`config.mk`:
```
export PLATFORM = sky130hd
export DESIGN_NAME = conv3x3_mc_engine
export DESIGN_NICKNAME = d
export VERILOG_FILES = /design/src/rtl/conv_pkg.sv /design/src/rtl/conv3_row_mac.sv /design/src/rtl/conv3x3_mc_engine.sv
export SDC_FILE = /design/constraint.sdc
export NUM_CORES = 1
export LEC_CHECK = 0
export ABC_AREA = 0
export BUFFER_PORTS_ARGS = -buffer_cell sky130_fd_sc_hd__buf_4
export CORE_MARGIN = 2
export CORE_UTILIZATION = 40
export DETAILED_ROUTE_END_ITERATION = 12
export REMOVE_ABC_BUFFERS = 1
export SLEW_MARGIN = 20
export SYNTH_ARGS = -nofsm -noshare
export SYNTH_HDL_FRONTEND = slang
export SYNTH_SLANG_ARGS = --single-unit
```
`constraint.sdc`:
```
create_clock -name clk -period 26.2 [get_ports clk]
set_clock_uncertainty 0.1 [all_clocks]
set_input_delay 1.31 -clock clk [delete_from_list [all_inputs] [get_ports clk]]
set_output_delay 1.31 -clock clk [all_outputs]
set_load 0.01 [all_outputs]
```
`src/rtl/conv_pkg.sv`:
```
// Shared types, fixed kernel tables and the output-fit helper for the 3x3 convolution engine.
package conv_pkg;

  localparam int unsigned NTAPS = 9;
  localparam int unsigned KC_W  = 4;
  localparam int unsigned FIT_W = 64;

  typedef enum logic [1:0] {
    MODE_PROG  = 2'd0,
    MODE_SOBX  = 2'd1,
    MODE_SOBY  = 2'd2,
    MODE_IDENT = 2'd3
  } mode_e;

  typedef enum logic [2:0] {
    ST_IDLE,
    ST_ROW0,
    ST_ROW1,
    ST_ROW2,
    ST_DONE
  } state_e;

  // Taps packed p8..p0 (p0 in LSBs), 4-bit two's complement.
  localparam logic [NTAPS-1:0][KC_W-1:0] SOBX_K  = 36'hF01E02F01;
  localparam logic [NTAPS-1:0][KC_W-1:0] SOBY_K  = 36'hFEF000121;
  localparam logic [NTAPS-1:0][KC_W-1:0] IDENT_K = 36'h000010000;

  // Returns {sat, value}; value holds the fitted result sign-extended to FIT_W.
  function automatic logic [FIT_W:0] sat_fit(input logic signed [FIT_W-1:0] acc,
                                             input int unsigned out_w,
                                             input logic sat_en);
    logic signed [FIT_W-1:0] hi;
    logic signed [FIT_W-1:0] lo;
    logic signed [FIT_W-1:0] wrapped;
    logic signed [FIT_W-1:0] value;
    logic sat;
    hi      = (64'sd1 <<< (out_w - 32'd1)) - 64'sd1;
    lo      = ~hi;
    wrapped = (acc <<< (FIT_W - out_w)) >>> (FIT_W - out_w);
    if (sat_en) begin
      sat   = (acc > hi) || (acc < lo);
      value = (acc > hi) ? hi : ((acc < lo) ? lo : acc);
    end else begin
      sat   = (wrapped != acc);
      value = wrapped;
    end
    return {sat, value};
  endfunction

endpackage

```
`src/rtl/conv3_row_mac.sv`:
```
// Combinational 3-tap signed dot product: three pixels times three weights, summed at ACC_W.
module conv3_row_mac
  import conv_pkg::*;
#(
  parameter int unsigned DATA_W = 8,
  parameter int unsigned COEF_W = 8,
  parameter int unsigned ACC_W  = 20
) (
  input  logic [3*DATA_W-1:0]     i_pix,
  input  logic [3*COEF_W-1:0]     i_wgt,
  output logic signed [ACC_W-1:0] o_sum_c
);

  localparam int unsigned PROD_W = DATA_W + COEF_W;

  logic signed [PROD_W-1:0] w_prod [3];

  always_comb begin
    o_sum_c = '0;
    for (int unsigned k = 0; k < 3; k++) begin
      w_prod[k] = PROD_W'($signed(i_pix[k*DATA_W +: DATA_W]))
                * PROD_W'($signed(i_wgt[k*COEF_W +: COEF_W]));
      o_sum_c   = o_sum_c + ACC_W'(w_prod[k]);
    end
  end

endmodule

```
`src/rtl/conv3x3_mc_engine.sv`:
```
// Multicycle 3x3 convolution: one kernel row per cycle, bias add, saturate or wrap to OUT_W.
module conv3x3_mc_engine
  import conv_pkg::*;
#(
  parameter int unsigned DATA_W = 8,
  parameter int unsigned COEF_W = 8,
  parameter int unsigned ACC_W  = 20,
  parameter int unsigned OUT_W  = 16,
  parameter bit          SAT_EN = 1'b1
) (
  input  logic                  clk,
  input  logic                  rst_n,
  input  logic                  in_valid,
  output logic                  in_ready,
  input  logic [9*DATA_W-1:0]   in_win,
  input  logic [1:0]            mode_sel,
  input  logic [OUT_W-1:0]      cfg_bias,
  input  logic                  wgt_wr_en,
  input  logic [3:0]            wgt_addr,
  input  logic [COEF_W-1:0]     wgt_data,
  output logic                  out_valid,
  input  logic                  out_ready,
  output logic [OUT_W-1:0]      out_data,
  output logic                  out_sat
);

  state_e                          r_state;
  state_e                          w_next;
  logic [9*DATA_W-1:0]             r_win;
  logic signed [OUT_W-1:0]         r_bias;
  logic signed [ACC_W-1:0]         r_acc;
  logic signed [ACC_W-1:0]         w_row_sum;
  logic signed [ACC_W-1:0]         w_final;
  logic [NTAPS-1:0][COEF_W-1:0]    r_shadow;
  logic [NTAPS-1:0][COEF_W-1:0]    r_active;
  logic [NTAPS-1:0][COEF_W-1:0]    w_kernel;
  logic [3*DATA_W-1:0]             w_row_pix;
  logic [3*COEF_W-1:0]             w_row_wgt;
  logic [FIT_W:0]                  w_fit;
  logic                            w_accept;

  always_ff @(posedge clk or negedge rst_n) begin
    if (!rst_n) r_state <= ST_IDLE;
    else        r_state <= w_next;
  end

  // in_ready is combinational from out_ready so a drain and an accept can share an edge.
  always_comb begin
    w_next   = r_state;
    in_ready = 1'b0;
    case (r_state)
      ST_IDLE: begin
        in_ready = 1'b1;
        if (in_valid) w_next = ST_ROW0;
      end
      ST_ROW0: w_next = ST_ROW1;
      ST_ROW1: w_next = ST_ROW2;
      ST_ROW2: w_next = ST_DONE;
      ST_DONE: begin
        if (out_ready) begin
          in_ready = 1'b1;
          w_next   = in_valid ? ST_ROW0 : ST_IDLE;
        end
      end
      default: w_next = ST_IDLE;
    endcase
  end

  assign w_accept = in_valid && in_ready;

  // Kernel latched at accept; a same-cycle shadow write forwards into the programmable copy.
  always_comb begin
    w_kernel = r_shadow;
    for (int unsigned i = 0; i < NTAPS; i++) begin
      case (mode_e'(mode_sel))
        MODE_SOBX:  w_kernel[i] = COEF_W'($signed(SOBX_K[i]));
        MODE_SOBY:  w_kernel[i] = COEF_W'($signed(SOBY_K[i]));
        MODE_IDENT: w_kernel[i] = COEF_W'($signed(IDENT_K[i]));
        default: begin
          if (wgt_wr_en && (wgt_addr == 4'(i))) w_kernel[i] = wgt_data;
        end
      endcase
    end
  end

  always_comb begin
    w_row_pix = r_win[0 +: 3*DATA_W];
    w_row_wgt = r_active[2:0];
    case (r_state)
      ST_ROW1: begin
        w_row_pix = r_win[3*DATA_W +: 3*DATA_W];
        w_row_wgt = r_active[5:3];
      end
      ST_ROW2: begin
        w_row_pix = r_win[6*DATA_W +: 3*DATA_W];
        w_row_wgt = r_active[8:6];
      end
      default: ;
    endcase
  end

  conv3_row_mac #(
    .DATA_W (DATA_W),
    .COEF_W (COEF_W),
    .ACC_W  (ACC_W)
  ) u_row_mac (
    .i_pix   (w_row_pix),
    .i_wgt   (w_row_wgt),
    .o_sum_c (w_row_sum)
  );

  assign w_final = r_acc + w_row_sum + ACC_W'(r_bias);
  assign w_fit   = sat_fit(FIT_W'(w_final), OUT_W, SAT_EN);

  always_ff @(posedge clk or negedge rst_n) begin
    if (!rst_n) begin
      r_shadow <= '0;
    end else begin
      for (int unsigned i = 0; i < NTAPS; i++) begin
        if (wgt_wr_en && (wgt_addr == 4'(i))) r_shadow[i] <= wgt_data;
      end
    end
  end

  always_ff @(posedge clk or negedge rst_n) begin
    if (!rst_n) begin
      r_win     <= '0;
      r_bias    <= '0;
      r_active  <= '0;
      r_acc     <= '0;
      out_valid <= 1'b0;
      out_data  <= '0;
      out_sat   <= 1'b0;
    end else begin
      if (w_accept) begin
        r_win    <= in_win;
        r_bias   <= $signed(cfg_bias);
        r_active <= w_kernel;
      end
      case (r_state)
        ST_ROW0: r_acc <= w_row_sum;
        ST_ROW1: r_acc <= r_acc + w_row_sum;
        ST_ROW2: begin
          out_data  <= OUT_W'(w_fit);
          out_sat   <= w_fit[FIT_W];
          out_valid <= 1'b1;
        end
        ST_DONE: if (out_ready) out_valid <= 1'b0;
        default: ;
      endcase
    end
  end

endmodule
```
=== Word-level counts from Yosys, hierarchy flattened ===
Index checks and enable logic that the tools add are counted.

* Muxes and demuxes: 31
* Eq/ne operators: 17
* $lt $le $gt $ge: 2
* Shift-type cells: 0
* Add/sub/neg operators: 4
* Div/mod/pow operators: 0
* Bitwise logic cells: 0
* Multipliers: 3
* Reduce and logical (&&, ||, !) cells: 20

{| class="wikitable"
|+ Operators with widths
! cell !! count
|-
| case mux 8 bit (2 select lines) || 7
|-
| case mux 24 bit (2 select lines) || 2
|-
| two-way mux 8 bit || 9
|-
| multiplier 8 x 8 -> 16 bit || 3
|-
| case mux 8 bit (3 select lines) || 2
|-
| case mux 20 bit (2 select lines) || 1
|-
| two-way mux 16 bit || 2
|-
| adder 20 x 16 -> 20 bit || 1
|-
| adder 20 bit || 1
|-
| greater-than comparator 20 x 16 -> 1 bit, second input constant || 1
|-
| less-than comparator 20 x 16 -> 1 bit, second input constant || 1
|-
| adder 17 x 16 -> 18 bit || 1
|-
| adder 16 x 16 -> 17 bit || 1
|-
| equality test 4 x 3 -> 1 bit, second input constant || 4
|-
| case mux 3 bit (5 select lines) || 1
|-
| logical AND 1 bit || 10
|-
| equality test 4 x 2 -> 1 bit, second input constant || 2
|-
| equality test 3 x 2 -> 1 bit, second input constant || 2
|-
| two-way mux 3 bit || 2
|-
| OR reduction 2 bit || 3
|-
| equality test 2 bit, second input constant || 2
|-
| equality test 4 x 1 -> 1 bit, second input constant || 1
|-
| equality test 4 bit, second input constant || 1
|-
| logical NOT 4 bit || 1
|-
| other kinds (10) || 16
|}

* Memories kept: 0
* Bits in latches: 0
* Memory bits (read-only): 0
* Input bits: 107
* RAM bits: 0
* Output and inout port bits: 19
* Bits in registers: 273
* Word-level logic and storage cells: 102

=== Longest topological paths before layout ===
Gate-level depths: netlist of run 1.

* Word-level depth: 10
* Depth in mapped cells: 47

=== By module ===
A second synthesis of run 1 with hierarchy kept.

* Cells, all modules: 2349
* Area, all modules: 22073.7 um2

{| class="wikitable"
|+ Modules (own cells, without submodules)
! module !! cells each !! area each (um2) !! times used !! seq. area each (um2)
|-
| conv3x3_mc_engine || 1493 || 13880.8 || 1 || 6831.6
|-
| conv3_row_mac || 856 || 8192.9 || 1 || 0.0
|}

=== Least setup slack after synthesis of run 1 ===
OpenSTA, ideal clock, no wires.

* Path type: register to register
* From: register r_state[0]
* To: register out_data[10]
* Path slack: 15618 ps
* Path buffers: 4
* Library setup time: 129 ps
* Stages on the path, launching flop included: 44
* Data arrival time: 10353 ps
* Path through: dfrtp_1 -> clkbuf_1 -> clkbuf_1 -> buf_1 -> mux2i_1 -> o21ai_0 -> nand2_1 -> fa_1 -> inv_1 -> fa_1 -> inv_1 -> fa_1 -> inv_1 -> fa_1 -> fa_1 -> fa_1 -> inv_1 -> fa_1 -> [8 not listed] -> ha_1 -> a21oi_1 -> o22ai_1 -> a211o_1 -> a41o_1 -> nor4_2 -> nor2_1 -> xor2_1 -> ha_1 -> o21ai_0 -> o21bai_1 -> a31oi_1 -> xnor2_1 -> xnor2_2 -> xnor2_4 -> buf_2 -> o211ai_1 -> nand3_1

* Word-level cells in the longest chain between the ends: 10
* Elaborated cells on any way between the ends: 15

{| class="wikitable"
|+ Ends and longest elaborated chain
! element !! RTL line !! source
|-
| start: declaration || conv3x3_mc_engine.sv:27 || <nowiki>state_e r_state;</nowiki>
|-
| start signal: assignment || conv3x3_mc_engine.sv:44 || <nowiki>else r_state <= w_next;</nowiki>
|-
| equality test 3 x 2 -> 1 bit, on equally long branches || conv3x3_mc_engine.sv:89, conv3x3_mc_engine.sv:140 ||
|-
| case mux 24 bit (2 select lines) || conv3x3_mc_engine.sv:89 || <nowiki>case (r_state)</nowiki>
|-
| multiplier 8 x 8 -> 16 bit || conv3_row_mac.sv:22 || <nowiki>* PROD_W'($signed(i_wgt[k*COEF_W +: COEF_W]));</nowiki>
|-
| adder 16 x 16 -> 17 bit || conv3_row_mac.sv:23 || <nowiki>o_sum_c = o_sum_c + ACC_W'(w_prod[k]);</nowiki>
|-
| adder 17 x 16 -> 18 bit || conv3_row_mac.sv:23 ||
|-
| adder 20 bit || conv3x3_mc_engine.sv:112 || <nowiki>assign w_final = r_acc + w_row_sum + ACC_W'(r_bias);</nowiki>
|-
| adder 20 x 16 -> 20 bit || conv3x3_mc_engine.sv:112 ||
|-
| less-than comparator 20 x 16 -> 1 bit || conv_pkg.sv:42 || <nowiki>value = (acc > hi) ? hi : ((acc < lo) ? lo : acc);</nowiki>
|-
| two-way mux 16 bit (2 in series) || conv_pkg.sv:42 ||
|-
| end signal: assignment || conv3x3_mc_engine.sv:144 || <nowiki>out_data <= OUT_W'(w_fit);</nowiki>
|-
| end: declaration || conv3x3_mc_engine.sv:23 || <nowiki>output logic [OUT_W-1:0] out_data,</nowiki>
|}

Parallel ways exist; a longest one is shown, timed or not.
A chain may end at the register's enable or synchronous reset.

=== Worst setup path in the final report of run 1 ===
* From: register r_state[1]
* To: register out_data[13]

Same word-level chain as after synthesis.

==> impl_metrics.yaml, run 1 <==
status:
  status: "completed"
die:
  die_x_um: 237
  start_util_pct: 40.4
  core_area_um2: 53700
  dieArea_um2: 56100
  pin_count: 126
  rows: 85
  die_h_um: 237
global_route:
  antenna_found_initial: 0
  grt_max_degree: 182
  first_global_vias: 16765
  grt_remaining_overflow: 0
  track_usage_pct: 19.5
  grt_pass1_wl_um: 87500
synth:
  synth_most_common_cell: "nand2_1"
  ys_ff_latch: 273
  ys_warn_count: 0
  synthMuxAreaShare_pct: 6.80
  ys_types: 58
  yosysTopAreaCellShare_pct: 31.5
  yosysSeqAreaShare_pct: 31.5
  syn_inst: 2333
  synth_edf_count: 0
  synth_top_area_cell: "dfrtp_1"
  ys_top_cells_by_area: "dfrtp_1 32%, fa_1 22%, nand2_1 9.1%"
  synthArstFlopShare_pct: 100
  synthFlopType: "dfrtp_1"
  synthSimpleGateAreaFrac_pct: 15.3
  synth-xor-area-share_pct: 2.47
  synth_compound_area_share_pct: 8.93
  synth_top_family_by_area: "adder cells"
  synth_fa_ha_area_share_pct: 28.5
  syn_area_um2: 21700
  syn_area_per_cell_um2: 9.29
  synth_top_cells_by_count: "523 x nand2_1, 292 x inv_1, 273 x dfrtp_1"
cts:
  clock_path_buffers: 3
  cts_made_buffers: 34
  post-cts-setup-buffers: 0
  tritoncts: "yes"
  cts_resized: 0
  holdBufCountCts: 0
  clock-sinks: 273
  htreeDepth: 2
  root_buffer: "clkbuf_16"
  path_clk_slew_ps: 60
  clk_latency_ps: 540
timing:
  worst_pin_slew_ps: 1120
  fmax_ghz: 0.0835
  slew_violations: 0
  rsz0062_at_grt: "false"
  slew_headroom_pct: 25.2
  post-route-period-util_pct: 45.7
  final.min_clock_period_ps: 11970
  setup_violations: 0
  whs_ps: 371
  setup_tns_ps: 0
  hold_violations: 0
flow_run:
  drv_cap: 0
detailed_routing:
  wire_per_inst_um: 16.8
  drt_iter0_markers: 694
  viasPerCell: 4.96
  wl_um: 52700
  via_count: 15572
  drc: 0
  final_antenna_net_count: 0
  drtPass1Iterations: 5
critical_path:
  worstRegToRegCells: 40
  cp-start-kind: "flip-flop"
  critical-path-max-stage-delay_ps: 700
  critPathTopFamily: "adder cells"
  r2r_setup_slack_ps: 14230
  crit_arrival_ps: 12320
  cp_common_cell: "fa_1"
  r2r-start: "r_state[1]"
  critPathCaptureType: "flip-flop"
  critPathKind: "flip-flop to flip-flop"
  r2r_end: "out_data[13]"
  worstPathRequired_ps: 26540
  cp.buffers_inverters: 5
  crit_path_top_delay_cell: "buf_4"
  crit_fanout: 84
placed_design:
  dpl_cell_area_um2: 23300
  hpwl_um: 40800
  gp_congestion: 0.899
  port_buffers: 125
  placed_cells: 3088
finish:
  area_delta_synth_final_pct: 12.5
  num-nets-final: 2888
  diodes: 0
  fillCellCount: 5193
  fin_cells: 3142
  stdcell_area_um2: 24400
  drive_gt1_share_pct: 11.7
worst_hold_path:
  holdPathStages: 2
  hold_path_end: "r_win[43]"
  min_from: "r_win[43]"
  hp-class: "flip-flop to flip-flop"
-- per-layer routing --
metal	global-route usage, %	routed length, µm	up-vias
met2	34.5	26300	200
li1	-	-	7581
met3	2.30	1350	73
met4	6.37	1640	0
met5	0	0	-
met1	25.0	23400	7718
-- tightest hold or removal path, stage by stage (launching register included) --
cell     delay (ps)
dfrtp_1         340
nand2_1          50
nand2_1          50
-- placed cells by master, fill, tap and decap left out, types with 12 or more instances in the layout --
cell type / count
o211ai_1: 14
nand2_1: 522
nand3_1: 20
o21a_1: 25
a21o_1: 12
ha_1: 115
inv_1: 292
xnor2_1: 45
dfrtp_1: 272
clkbuf_16: 34
mux2_2: 73
o21ai_0: 115
nand2b_1: 23
nor3_1: 16
o21bai_1: 32
a31oi_1: 22
nor2_1: 188
mux2i_1: 65
fa_1: 236
buf_4: 137
or2_2: 14
a21oi_1: 62
nor2b_1: 14
-- final cells by class --
cell class,instances,area (µm²),share of cell area [%]
clock buffers,47,940,3.86
clock inverters,6,66.3,0.272
inverters,294,1100,4.53
multi-input cells,1685,13500,55.2
flip-flops and latches,273,6840,28.0
well taps,696,871,3.57
repair buffers,141,1100,4.52
-- cells by family after synthesis --
| family | after synthesis |
|---|---|
| simple gates | 818 |
| buf+inv | 375 |
| fa+ha+maj | 352 |
| compound gates | 319 |
| flops | 273 |
| mux | 138 |
| xor+xnor | 58 |
-- stage by stage --
stage | util, % | setup slack (ps)
finish | 45.4 | 14230
global route | 45.4 | 13310
CTS | 45.3 | 14180
detailed placement | 43.4 | 14210
global placement | 43.4 | 14390
floorplan | - | 14350
-- worst max-delay path by stage --
stage	depth (start not counted)	endpoint	startpoint
2_1_floorplan	36	out_data[13]	r_state[2]
3_3_place_gp	37	out_data[13]	r_state[1]
3_5_place_dp	36	out_data[1]	r_state[1]
4_1_cts	37	out_data[13]	r_state[2]
5_1_grt	40	out_data[13]	r_state[2]
6_report	40	out_data[13]	r_state[1]
-- flip-flops by register name, indices dropped and copies added (netlist names) --
| signal | cells |
|---|---|
| r_win | 72 |
| r_bias | 16 |
| out_valid | 1 |
| r_shadow | 72 |
| r_active | 72 |
| r_state | 3 |
| out_data | 16 |
| r_acc | 20 |
| out_sat | 1 |
Power of run 1 is not shown: default switching activity piles up to over one toggle a cycle in this logic, so the estimate is an artifact.
==> inputs of run 2 (changes only) <==
--- a/config.mk
+++ b/config.mk
@@ -5,7 +5,7 @@
 export SDC_FILE = /design/constraint.sdc
 export NUM_CORES = 1
 export LEC_CHECK = 0
-export ABC_AREA = 0
+export ABC_AREA = 1
 export BUFFER_PORTS_ARGS = -buffer_cell sky130_fd_sc_hd__buf_4
 export CORE_MARGIN = 2
 export CORE_UTILIZATION = 40
==> constraint.sdc (replaced) <==
create_clock -name clk -period 10.6 [get_ports clk]
set_clock_uncertainty 0.1 [all_clocks]
set_input_delay 0.53 -clock clk [delete_from_list [all_inputs] [get_ports clk]]
set_output_delay 0.53 -clock clk [all_outputs]
set_load 0.01 [all_outputs]
==> impl_metrics.yaml, run 2 <==
synth:
  yosysTopAreaCellShare_pct: 30.8
  ys_top_cells_by_area: "dfrtp_1 31%, fa_1 21%, inv_1 10%"
  syn_inst: 2665
  syn_area_per_cell_um2: 8.31
  syn_area_um2: 22200
  synth_top_cells_by_count: "588 x inv_1, 575 x nand2_1, 273 x dfrtp_1"
  synthFlopType: "dfrtp_1"
  synthMuxAreaShare_pct: 0
  synth_top_family_by_area: "adder cells"
  synth_fa_ha_area_share_pct: 27.9
  synth_top_area_cell: "dfrtp_1"
  yosysSeqAreaShare_pct: 30.8
  synth_compound_area_share_pct: 11.4
  ys_ff_latch: 273
  ys_types: 49
  synth_most_common_cell: "inv_1"
  ys_warn_count: 0
  synthArstFlopShare_pct: 100
  synthSimpleGateAreaFrac_pct: 16.6
  synth_edf_count: 0
  synth-xor-area-share_pct: 1.84
finish:
  drive_gt1_share_pct: 15.2
  diodes: 0
  fillCellCount: 5314
  largest_registers: "r_active: 72 flops, r_shadow: 72 flops, r_win: 72 flops"
  area_delta_synth_final_pct: 18.0
  final_common_cell: "inv_1"
  layout_common_cells: "576 x inv_1, 569 x nand2_1, 272 x dfrtp_1"
  num-nets-final: 3291
critical_path:
  crit_fanout: 27
  crit_path_top_delay_cell: "fa_1"
  r2r_setup_slack_ps: 450
  crit_arrival_ps: 10530
  critPathCaptureType: "flip-flop"
  worstSetupStartpoint: "r_state[2]"
  critical-path-max-stage-delay_ps: 540
  cp-start-kind: "flip-flop"
  critPathKind: "flip-flop to flip-flop"
  worstPathRequired_ps: 10980
  r2r-start: "r_state[2]"
die:
  die_h_um: 239
  die_x_um: 239
  dieArea_um2: 57300
  core_area_um2: 54900
  start_util_pct: 40.4
  rows: 86
  pin_count: 126
global_route:
  grt_remaining_overflow: 0
  first_global_vias: 18347
  antenna_found_initial: 2
  grt_pass1_wl_um: 99900
  grt_max_degree: 122
  track_usage_pct: 22.3
detailed_routing:
  drc: 0
  viasPerCell: 5.00
  wire_per_inst_um: 17.8
  final_antenna_net_count: 0
  drt_iter0_markers: 1217
  drtPass1Iterations: 5
  wl_um: 63300
  via_count: 17828
timing:
  setup_violations: 0
  final.min_clock_period_ps: 10150
  worst_pin_slew_ps: 1090
  finalWorstSetupSlack_ps: 452
  slew_headroom_pct: 27.2
  slew_violations: 0
  whs_ps: -63.5
  setup_tns_ps: 0
  hold_violations: 24
  post-route-period-util_pct: 95.7
  fmax_ghz: 0.0985
cts:
  holdBufCountCts: 0
  htreeDepth: 2
  root_buffer: "clkbuf_16"
  path_clk_slew_ps: 60
  tritoncts: "yes"
  clock_path_buffers: 3
  clock-sinks: 273
  clk_latency_ps: 560
  cts_made_buffers: 36
worst_hold_path:
  hp-class: "input port to async pin"
placed_design:
  gp_congestion: 0.920
  port_buffers: 125
  preCtsSetupSlack_ps: -336
  hpwl_um: 47400
flow_run:
  drv_cap: 0
status:
  failed_checks: "hold timing"
  status: "complete, but fails checks"
==> run 2: metrics by stage <==
step,utilization (%),cells,area (µm²)
2_1_floorplan,-,2593,21900
3_3_place_gp,43.8,3464,24100
3_5_place_dp,43.8,3464,24100
4_1_cts,46.2,3534,25300
5_1_grt,47.7,3564,26200
6_report,47.7,3564,26200
==> run 2: path summary, 6_finish.rpt <==
kind	endpoint	cells after the start
min reg2reg	r_win[26]	2
min in group clk	r_win[47]	3
max reg2reg	out_data[8]	47
max	out_data[8]	47
max in group asynchronous	r_win[7]	2
min	r_win[65]	1
==> run 2: cell type report <==
cell class / count / area [µm²] / area share (%)
inverter: 596 / 2250 / 8.61
sequential: 273 / 6830 / 26.1
timing repair buffer: 199 / 1660 / 6.34
clock inverter: 15 / 154 / 0.588
tap: 704 / 881 / 3.37
multi-input combinational: 1725 / 13300 / 50.9
timing repair inverter: 1 / 11.3 / 0.0431
clock buffer: 51 / 1060 / 4.05
==> run 2: what timing repair did <==
item                       CTS  global route
cloned                       1             5
setup endpoints to repair   17            17
buffers inserted             3            25
pin swaps                    3            41
gates resized for setup      4           133
==> run 2: cells by family after synthesis <==
logic type,after synthesis
xor+xnor,44
buf+inv,668
flops,273
simple gates,901
compound gates,427
fa+ha+maj,352
==> run 2: per-layer routing <==
metal,global-route usage [%],vias up,part of all wire (%)
met5,0,-,0
met4,5.06,0,2.2
met3,3.24,75,6.1
met2,35.7,499,45
met1,32.2,8789,47
li1,-,8465,-
==> run 2: worst max-delay path: cells and delay by family, from the launching register on <==
kind            cells  cell delay, ps
buf+inv            10             920
compound gates      8            1250
fa+ha+maj          10            4590
flops               1             430
xor+xnor            3             660
simple gates       16            2060
Power of run 2 is left out for the same reason.
==> inputs of run 3 (changes only) <==
--- a/config.mk
+++ b/config.mk
@@ -8,8 +8,9 @@
 export ABC_AREA = 1
 export BUFFER_PORTS_ARGS = -buffer_cell sky130_fd_sc_hd__buf_4
 export CORE_MARGIN = 2
-export CORE_UTILIZATION = 40
+export CORE_UTILIZATION = 36
 export DETAILED_ROUTE_END_ITERATION = 12
+export GPL_ROUTABILITY_DRIVEN = 0
 export REMOVE_ABC_BUFFERS = 1
 export SLEW_MARGIN = 20
 export SYNTH_ARGS = -nofsm -noshare
==> impl_metrics.yaml, run 3 (synthesis gave the netlist of run 2 again) <==
timing:
  setup_tns_ps: 0
  whs_ps: 72.2
  post-route-period-util_pct: 94.7
  setup_violations: 0
  finalWorstSetupSlack_ps: 559
  hold_violations: 0
  worst_pin_slew_ps: 1050
  final.min_clock_period_ps: 10040
  slew_headroom_pct: 29.9
  slew_violations: 0
  fmax_ghz: 0.0996
critical_path:
  r2r_setup_slack_ps: 560
  crit_fanout: 9
  r2r_end: "out_data[6]"
  crit_path_top_delay_cell: "fa_1"
  worstPathRequired_ps: 10970
  critical-path-max-stage-delay_ps: 570
  worstRegToRegCells: 48
  critPathKind: "flip-flop to flip-flop"
  critPathCaptureType: "flip-flop"
  cp_common_cell: "fa_1"
  cp-start-kind: "flip-flop"
  r2r-start: "r_state[2]"
  crit_arrival_ps: 10420
  worstSetupStartpoint: "r_state[2]"
finish:
  area_delta_synth_final_pct: 16.0
  final_core_utilization_pct: 42.4
  diodes: 0
  num-nets-final: 3266
  largest_registers: "r_active: 72 flops, r_shadow: 72 flops, r_win: 72 flops"
  drive_gt1_share_pct: 13.0
  layout_common_cells: "580 x inv_1, 573 x nand2_1, 272 x dfrtp_1"
  final_common_cell: "inv_1"
global_route:
  grt_max_degree: 86
  grt_pass1_wl_um: 96500
  antenna_found_initial: 1
  track_usage_pct: 19.2
  first_global_vias: 17795
  grt_remaining_overflow: 0
worst_hold_path:
  hold_path_end: "r_bias[4]"
  hp-class: "input port to flip-flop"
  holdPathStages: 3
  min_from: "cfg_bias[4]"
cts:
  cts_made_buffers: 34
  clock_path_buffers: 3
  clk_latency_ps: 550
  tritoncts: "yes"
  root_buffer: "clkbuf_16"
  path_clk_slew_ps: 60
  clock-sinks: 273
  htreeDepth: 2
detailed_routing:
  wl_um: 59500
  viasPerCell: 4.76
  wire_per_inst_um: 16.5
  drc: 0
  final_antenna_net_count: 0
  via_count: 17222
  drtPass1Iterations: 7
  drt_iter0_markers: 1224
die:
  start_util_pct: 36.6
  pin_count: 126
  core_area_um2: 60600
  dieArea_um2: 63500
  rows: 90
  die_x_um: 252
  die_h_um: 252
placed_design:
  port_buffers: 125
  hpwl_um: 45500
  preCtsSetupSlack_ps: 175
flow_run:
  drv_cap: 0
status:
  status: "completed"
## run 3: cell types whose count changed in the layout (fill, tap and decap cells not counted), moves of 6 or more
cell,delta
ha_1,+8
a21oi_2,-8
nor2_2,-10
inv_2,-6
a21oi_1,+9
buf_4,-19
## run 3: how the worst max path moves through the flow
stage,slack [ps],endpoint
after global placement,390,out_data[4]
after floorplan,-1250,out_data[2]
after detailed placement,170,out_data[6]
final,560,out_data[6]
after CTS,80,out_data[6]
after global routing,-80,out_data[0]
## run 3: timing repair
item	in CTS	in global routing
endpoints found under the setup margin	0	17
endpoints found under the hold margin	82	0
hold buffers	1	0
resized for setup	0	90
buffers inserted	0	11
## run 3: final cells by class
cell class	count	area, µm²
repair inverters	1	8.76
flip-flops and latches	273	6830
fillers	6062	34900
repair buffers	176	1420
well taps	782	978
inverters	596	2260
clock inverters	16	168
clock buffers	46	966
multi-input cells	1725	13100
## run 3: metrics by stage
step | std cells | area, µm²
after floorplan | 2593 | 21900
after global placement | 3538 | 24100
after detailed placement | 3538 | 24100
after CTS | 3601 | 25300
after global routing | 3615 | 25700
final | 3615 | 25700
## run 3: critical path: cells and delay by family (launching register included)
kind / cells / cell delay [ps]
compound gates: 9 / 1380
xor+xnor: 3 / 620
fa+ha+maj: 10 / 4560
buf+inv: 10 / 1150
flops: 1 / 450
simple gates: 16 / 1680
## run 3: layer usage
metal	global-route usage, %	part of all wire [%]	vias to the layer above
li1	-	-	8417
met1	27.3	47	8351
met2	31.1	46	386
met3	2.64	5.1	68
met4	4.33	1.8	0
met5	0	0	-
Power of run 3 is left out for the same reason.
